--- src/rtl/fp_multiplier.sv ---
// fp_multiplier
// Two-stage pipelined binary32 multiplier, round to nearest with ties to even.
// Subnormal operands are treated as zero and subnormal results are flushed
// to signed zero. No exception flags are produced.
//
// Ports
//   clk       : clock, all state updates on the rising edge
//   rst       : synchronous active-high reset, clears every pipeline register
//   in_valid  : a/b hold an operand pair this cycle
//   a, b      : binary32 operands
//   result    : registered binary32 product
//   out_valid : result holds the product of the pair presented two edges ago
//
// Handshake: in_valid is a pure qualifier. There is no ready; the pipeline
// advances every cycle and out_valid is in_valid delayed by two edges.

module fp_multiplier (
  input  logic        clk,
  input  logic        rst,
  input  logic        in_valid,
  input  logic [31:0] a,
  input  logic [31:0] b,
  output logic [31:0] result,
  output logic        out_valid
);

  typedef enum logic [1:0] {
    CLS_NORMAL = 2'd0,
    CLS_ZERO   = 2'd1,
    CLS_INF    = 2'd2,
    CLS_NAN    = 2'd3
  } cls_t;

  localparam logic [31:0] QNAN = 32'h7FC0_0000;

  // ---------------------------------------------------------------------------
  // Stage 1: classify operands, multiply significands, add exponents
  // ---------------------------------------------------------------------------
  logic [7:0]  ea, eb;
  logic [22:0] fa, fb;
  logic        a_zero, b_zero, a_inf, b_inf, a_nan, b_nan;
  cls_t        cls_next;
  logic [47:0] prod_next;
  logic signed [9:0] exp_next;

  assign ea = a[30:23];
  assign eb = b[30:23];
  assign fa = a[22:0];
  assign fb = b[22:0];

  // exp=0 covers subnormals too, which is what flushes them to zero
  assign a_zero = (ea == 8'h00);
  assign b_zero = (eb == 8'h00);
  assign a_inf  = (ea == 8'hFF) && (fa == 23'd0);
  assign b_inf  = (eb == 8'hFF) && (fb == 23'd0);
  assign a_nan  = (ea == 8'hFF) && (fa != 23'd0);
  assign b_nan  = (eb == 8'hFF) && (fb != 23'd0);

  always_comb begin
    cls_next = CLS_NORMAL;
    if (a_nan || b_nan || (a_inf && b_zero) || (b_inf && a_zero))
      cls_next = CLS_NAN;
    else if (a_inf || b_inf)
      cls_next = CLS_INF;
    else if (a_zero || b_zero)
      cls_next = CLS_ZERO;
  end

  assign prod_next = 48'({1'b1, fa}) * 48'({1'b1, fb});
  assign exp_next  = $signed({2'b00, ea}) + $signed({2'b00, eb}) - 10'sd127;

  logic              s1_valid;
  logic              s1_sign;
  cls_t              s1_cls;
  logic [47:0]       s1_prod;
  logic signed [9:0] s1_exp;

  always_ff @(posedge clk) begin
    if (rst) begin
      s1_valid <= 1'b0;
      s1_sign  <= 1'b0;
      s1_cls   <= CLS_ZERO;
      s1_prod  <= 48'd0;
      s1_exp   <= 10'sd0;
    end else begin
      s1_valid <= in_valid;
      s1_sign  <= a[31] ^ b[31];
      s1_cls   <= cls_next;
      s1_prod  <= prod_next;
      s1_exp   <= exp_next;
    end
  end

  // ---------------------------------------------------------------------------
  // Stage 2: normalize, round, range check, pack
  // ---------------------------------------------------------------------------
  logic [22:0]       mant_pre, mant_fin;
  logic              guard, sticky, round_up;
  logic [23:0]       mant_sum;
  logic signed [9:0] exp_norm, exp_fin;
  logic [31:0]       result_next;

  always_comb begin
    // The product of two [1,2) significands lies in [1,4): at most one
    // position of normalization is ever needed.
    if (s1_prod[47]) begin
      mant_pre = s1_prod[46:24];
      guard    = s1_prod[23];
      sticky   = |s1_prod[22:0];
      exp_norm = s1_exp + 10'sd1;
    end else begin
      mant_pre = s1_prod[45:23];
      guard    = s1_prod[22];
      sticky   = |s1_prod[21:0];
      exp_norm = s1_exp;
    end

    // Ties go to the even mantissa: round up on a tie only if LSB is odd
    round_up = guard & (sticky | mant_pre[0]);
    mant_sum = {1'b0, mant_pre} + {23'd0, round_up};

    // All-ones mantissa rounding up becomes 1.0 at the next exponent
    if (mant_sum[23]) begin
      mant_fin = 23'd0;
      exp_fin  = exp_norm + 10'sd1;
    end else begin
      mant_fin = mant_sum[22:0];
      exp_fin  = exp_norm;
    end

    result_next = {s1_sign, 31'd0};
    case (s1_cls)
      CLS_NAN:  result_next = QNAN;
      CLS_INF:  result_next = {s1_sign, 8'hFF, 23'd0};
      CLS_ZERO: result_next = {s1_sign, 31'd0};
      default: begin
        if (exp_fin >= 10'sd255)
          result_next = {s1_sign, 8'hFF, 23'd0};
        else if (exp_fin <= 10'sd0)
          result_next = {s1_sign, 31'd0};
        else
          result_next = {s1_sign, exp_fin[7:0], mant_fin};
      end
    endcase
  end

  always_ff @(posedge clk) begin
    if (rst) begin
      result    <= 32'd0;
      out_valid <= 1'b0;
    end else begin
      result    <= result_next;
      out_valid <= s1_valid;
    end
  end

endmodule

--- config.mk ---
export PLATFORM = sky130hd
export DESIGN_NAME = fp_multiplier
export DESIGN_NICKNAME = d
export VERILOG_FILES = /design/src/rtl/fp_multiplier.sv
export SDC_FILE = /design/constraint.sdc
export NUM_CORES = 2
export LEC_CHECK = 0
export CAP_MARGIN = 10
export CORE_MARGIN = 3
export CORE_UTILIZATION = 30
export DETAILED_ROUTE_END_ITERATION = 12
export DONT_BUFFER_PORTS = 1
export HOLD_SLACK_MARGIN = 0.1
export SETUP_SLACK_MARGIN = 0.3
export SYNTH_ARGS = -nofsm -noshare
export SYNTH_HDL_FRONTEND = slang
export SYNTH_SLANG_ARGS = --single-unit
--- constraint.sdc ---
create_clock -name clk -period 6.4 [get_ports clk]
set_input_delay 0 -clock clk [delete_from_list [all_inputs] [get_ports clk]]
set_output_delay 0 -clock clk [all_outputs]
set_load 0.03 [all_outputs]
# Word-level counts from Yosys, hierarchy flattened
# Index checks and enable logic that the tools add are counted.
# totals
wordCells	56
register_bits	95
inputBits	67
output_inout_bits	33
# op_classes
reduce_logical	20
mux	12
mul	1
eq_ne	5
magnitude_cmp	2
add_sub_neg	5
n_bitwise	3
# ops
operator	n
$pmux W32 S3	1
$mux W31	2
$mul A24 B24 Y48	1
$logic_not A23 Y1	2
$mux W23	2
$reduce_bool A23 Y1	2
$add A23 B1 Y24	1
$reduce_or A23 Y1	1
$reduce_or A22 Y1	1
$add A10 B2 Y10 const B	2
$mux W10	2
$eq A8 B8 Y1 const B	2
$logic_not A8 Y1	2
$ge A10 B9 Y1 const B	1
$le A10 B1 Y1 const B	1
$sub A9 B7 Y10 const B	1
$add A8 B8 Y9	1
$logic_and A1 B1 Y1	6
$logic_or A1 B1 Y1	5
$eq A2 B2 Y1 const B	2
$mux W2	2
$mux W1	3
$eq A2 B1 Y1 const B	1
$reduce_or A2 Y1	1
3 further kinds	3

# Depth between registers and ports, before layout
# logic_depth
depth_word	10
ltp_mapped	27
ltp_nobuf	25

# Worst setup path before layout
# No wires, ideal clock.
# synth_path
path_kind	input port to flip-flop
start	input b[3]
end	register s1_prod[47]
arrival_time_ns	6.171
setup_time_ns	0.106
path_buffers	2
path_slack_ns	0.123
cell_stages	26
t_required_ns	6.294
path_cell_list	clkbuf_1 nand2_1 fa_1 inv_1 fa_1 inv_1 fa_1 inv_1 fa_1 inv_1 fa_1 inv_1 fa_1 inv_1 fa_1 inv_1 ha_1 clkbuf_1 a21oi_1 a21oi_1 nor2_1 a31oi_1 a21o_1 nor3b_1 o31ai_1 o311ai_0
# synth_between
elab_chain_cells	1
# synth_lines
element	line_no	text
start, declared	22	input logic [31:0] b,
$mul A24 B24 Y48	69	assign prod_next = 48'({1'b1, fa}) * 48'({1'b1, fb});
end signal, assigned	89	s1_prod <= prod_next;
end, declared	75	logic [47:0] s1_prod;
# No other way between the ends.
# A chain may end at the register's enable or synchronous reset.

# Worst setup path in the final report
# layout_path
start	input b[9]
end	register s1_prod[47]
# The elaborated chain is that of the path after synthesis.

==> flow_summary.yaml <==
hold_path:
  holdPathStages: 3
  min_to: "s1_exp[2]"
  min_from: "a[25]"
  min_path_type: "in2reg"
layout:
  final_common_cell: "inv_1"
  drive_gt1_share_pct: 4.379
  mostFrequentLayoutCells: "inv_1 (583), fa_1 (480), nand2_1 (308)"
  finalNetCount: 3385
  areaGrowthSynthToFinish_pct: 7.729
clock_network:
  clock_path_buffers: 2
  clk_latency_ps: 380
  cts_tree: "built"
  clkSinkCount: 95
  cts_made_buffers: 9
  clkTransAtPathRegs_ps: 90
  root_buffer: "clkbuf_16"
  htree_levels: 3
floorplan:
  core_um2: 77590
  start_util_pct: 30.33
  die_area_um2: 81860
  die_x_um: 286.1
  rows: 102
  design.portCount: 100
  die_h_um: 286.1
timing:
  clock_skew_ps: 22.37
  layout_min_cycle_time_ps: 5892
  fin_crit_sh_pct: 92.06
  slew_violations: 0
  hold_viol: 0
  fin_tns_setup_ps: 0
  fmax_mhz: 169.7
  setup_violations: 0
  slew_headroom_pct: 45.39
  rsz0062_at_grt: "true"
  worst_slew_pin_slew_ps: 819.2
synthesis:
  synth.distinct_cells: 74
  synth_fp_nets: 3438
  netlist_instances: 2697
  synth-seq-area-share_pct: 8.080
  async_flop_share_pct: 0
  yosys-top-cells-area: "fa_1 (41%), ha_1 (10%), inv_1 (9.4%)"
  mappedNetlistArea_um2: 23540
  yosysTopAreaCell: "fa_1"
  postSynthAreaPerCell_um2: 8.727
  ys_ff_latch: 95
  yosys_warnings: 0
  synthFlopType: "dfxtp_1"
  synth_edf_count: 0
  synth_top_area_share_pct: 41.08
detailed_routing:
  drc: 0
  drtIter0Drc: 1167
  drt_pass1_iterations: 5
  wl_met2_um: 29380
  final_antenna_net_count: 0
  m1WireLength_um: 31820
  top_layer: "met5"
  wl_met3_um: 6433
  wl_per_cell_um: 18.69
  routed_wl_um: 68990
  vias_per_cell: 4.747
  vias: 17520
global_routing:
  grt_first_pass_wirelength_um: 108800
  grt_pass1_vias: 18520
  grt_max_degree: 71
  track_usage_pct: 17.25
  antenna_found_initial: 4
  grt_remaining_overflow: 0
setup_path:
  rr_endpoint: "result[20]"
  required_ps: 6660
  reg2reg_setup_slack_ps: 1560
  worst-endpoint-arrival_ps: 6160
  critPathCaptureType: "register"
  crit_type: "in2reg"
  path_cells: "and2_1 -> fa_1 -> inv_1 -> fa_1 -> inv_1 -> fa_1 -> inv_1 -> fa_1 -> inv_1 -> fa_1 -> fa_1 -> inv_1 -> fa_1 -> inv_1 -> ha_2 -> nand2_1 -> o21ai_0 -> a211oi_2 -> a31oi_4 -> a21o_1 -> nor3b_4 -> o31ai_2 -> buf_4 -> o311ai_0"
  crit_top_cell: "fa_1"
  critical_path.reg2reg.startpoint: "s1_prod[47]"
  worst_path_largest_cell_delay_ps: 530
  cp_max_fo: 25
  slowest_stage: "fa_1"
  ff2ff_path_depth: 10
  critPathLaunchType: "input pin"
place:
  gp_routability_congestion: 0.8706
  dpl.hpwl_um: 53470
  io_buffers: 0
run_status:
  outcome: "finished, final reports clean"
job:
  cap_violations: 0
## Yosys cell counts (all sizes together), types with 26 or more instances
library cell and number:
inv 589, fa 483, nand2 309, and2 254, ha 191, nor2 149
clkbuf 118, dfxtp 95, a21oi 61, xnor2 56, xor2 42, o21ai 37
nand3 29, a21o 26
## how the worst max path moves through the flow
| stage | from | endpoint | slack [ps] | depth (start not counted) |
|---|---|---|---|---|
| 2_1_floorplan | a[22] | s1_prod[32] | 320 | 23 |
| 3_3_place_gp | a[16] | s1_prod[47] | 30 | 24 |
| 3_5_place_dp | a[16] | s1_prod[47] | -20 | 24 |
| 4_1_cts | a[16] | s1_prod[47] | 390 | 24 |
| 5_1_grt | a[17] | s1_prod[45] | 250 | 22 |
| 6_report | b[9] | s1_prod[47] | 510 | 24 |
## metal layers
metal / vias to the layer above / track usage [%]
li1: 8025 / -
met1: 8743 / 24.94
met2: 679 / 25.87
met3: 74 / 4.249
met4: 2 / 4.094
met5: - / 0
## worst max-delay path: cells and delay by family
family	cells	cell delay, ps
adder cells (fa/ha/maj)	8	3860
AO/OA/AOI/OAI	6	1360
AND/OR/NAND/NOR	3	460
buffers and inverters	7	450
## sequential cells by signal (all words and copies together) (netlist names)
name       count
out_valid      1
result        32
s1_cls         2
s1_exp        10
s1_prod       48
s1_sign        1
s1_valid       1
## per-stage QoR
stage,instance area (µm²),std cells,hold WS [ps],utilization [%],setup WS [ps]
after floorplan,23600,2697,128.2,-,315.2
after global placement,24610,3641,76.97,31.72,31.55
after detailed placement,24610,3641,81.33,31.72,-19.88
after CTS,25230,3687,100.5,32.51,389.6
after global routing,25350,3689,140.6,32.67,254.5
final,25360,3691,133.1,32.68,507.9
## cell type report
| type | instances | area, µm² |
|---|---|---|
| clock inverter | 7 | 73.82 |
| inverter | 592 | 2230 |
| multi-input combinational | 1880 | 19030 |
| antenna | 2 | 5.005 |
| timing repair buffer | 66 | 588.1 |
| fill | 8212 | 52240 |
| sequential | 95 | 1903 |
| tap | 1040 | 1301 |
| clock buffer | 9 | 225.2 |
## kinds of logic (layout without fill, tap and decap cells)
group                    count (synthesis)  in the layout  synth area share [%]
multiplexers                            19             19                0.8665
AND/OR/NAND/NOR                        878            878                 18.49
other                                    0              2                     0
buffers and inverters                  722            674                 11.64
flip-flops                              95             95                 8.080
XOR/XNOR                                98             98                 3.647
AO/OA/AOI/OAI                          211            211                 6.044
adder cells (fa/ha/maj)                674            674                 51.23
## timing repair
action                                  CTS  global route
hold endpoints to repair                 71             0
setup buffers                             0             2
endpoints found under the setup margin    0            14
hold buffers                             30             0
resized for setup                         0            30
Power is not shown: default switching activity piles up to over one toggle a cycle in this logic, so the estimate is an artifact.
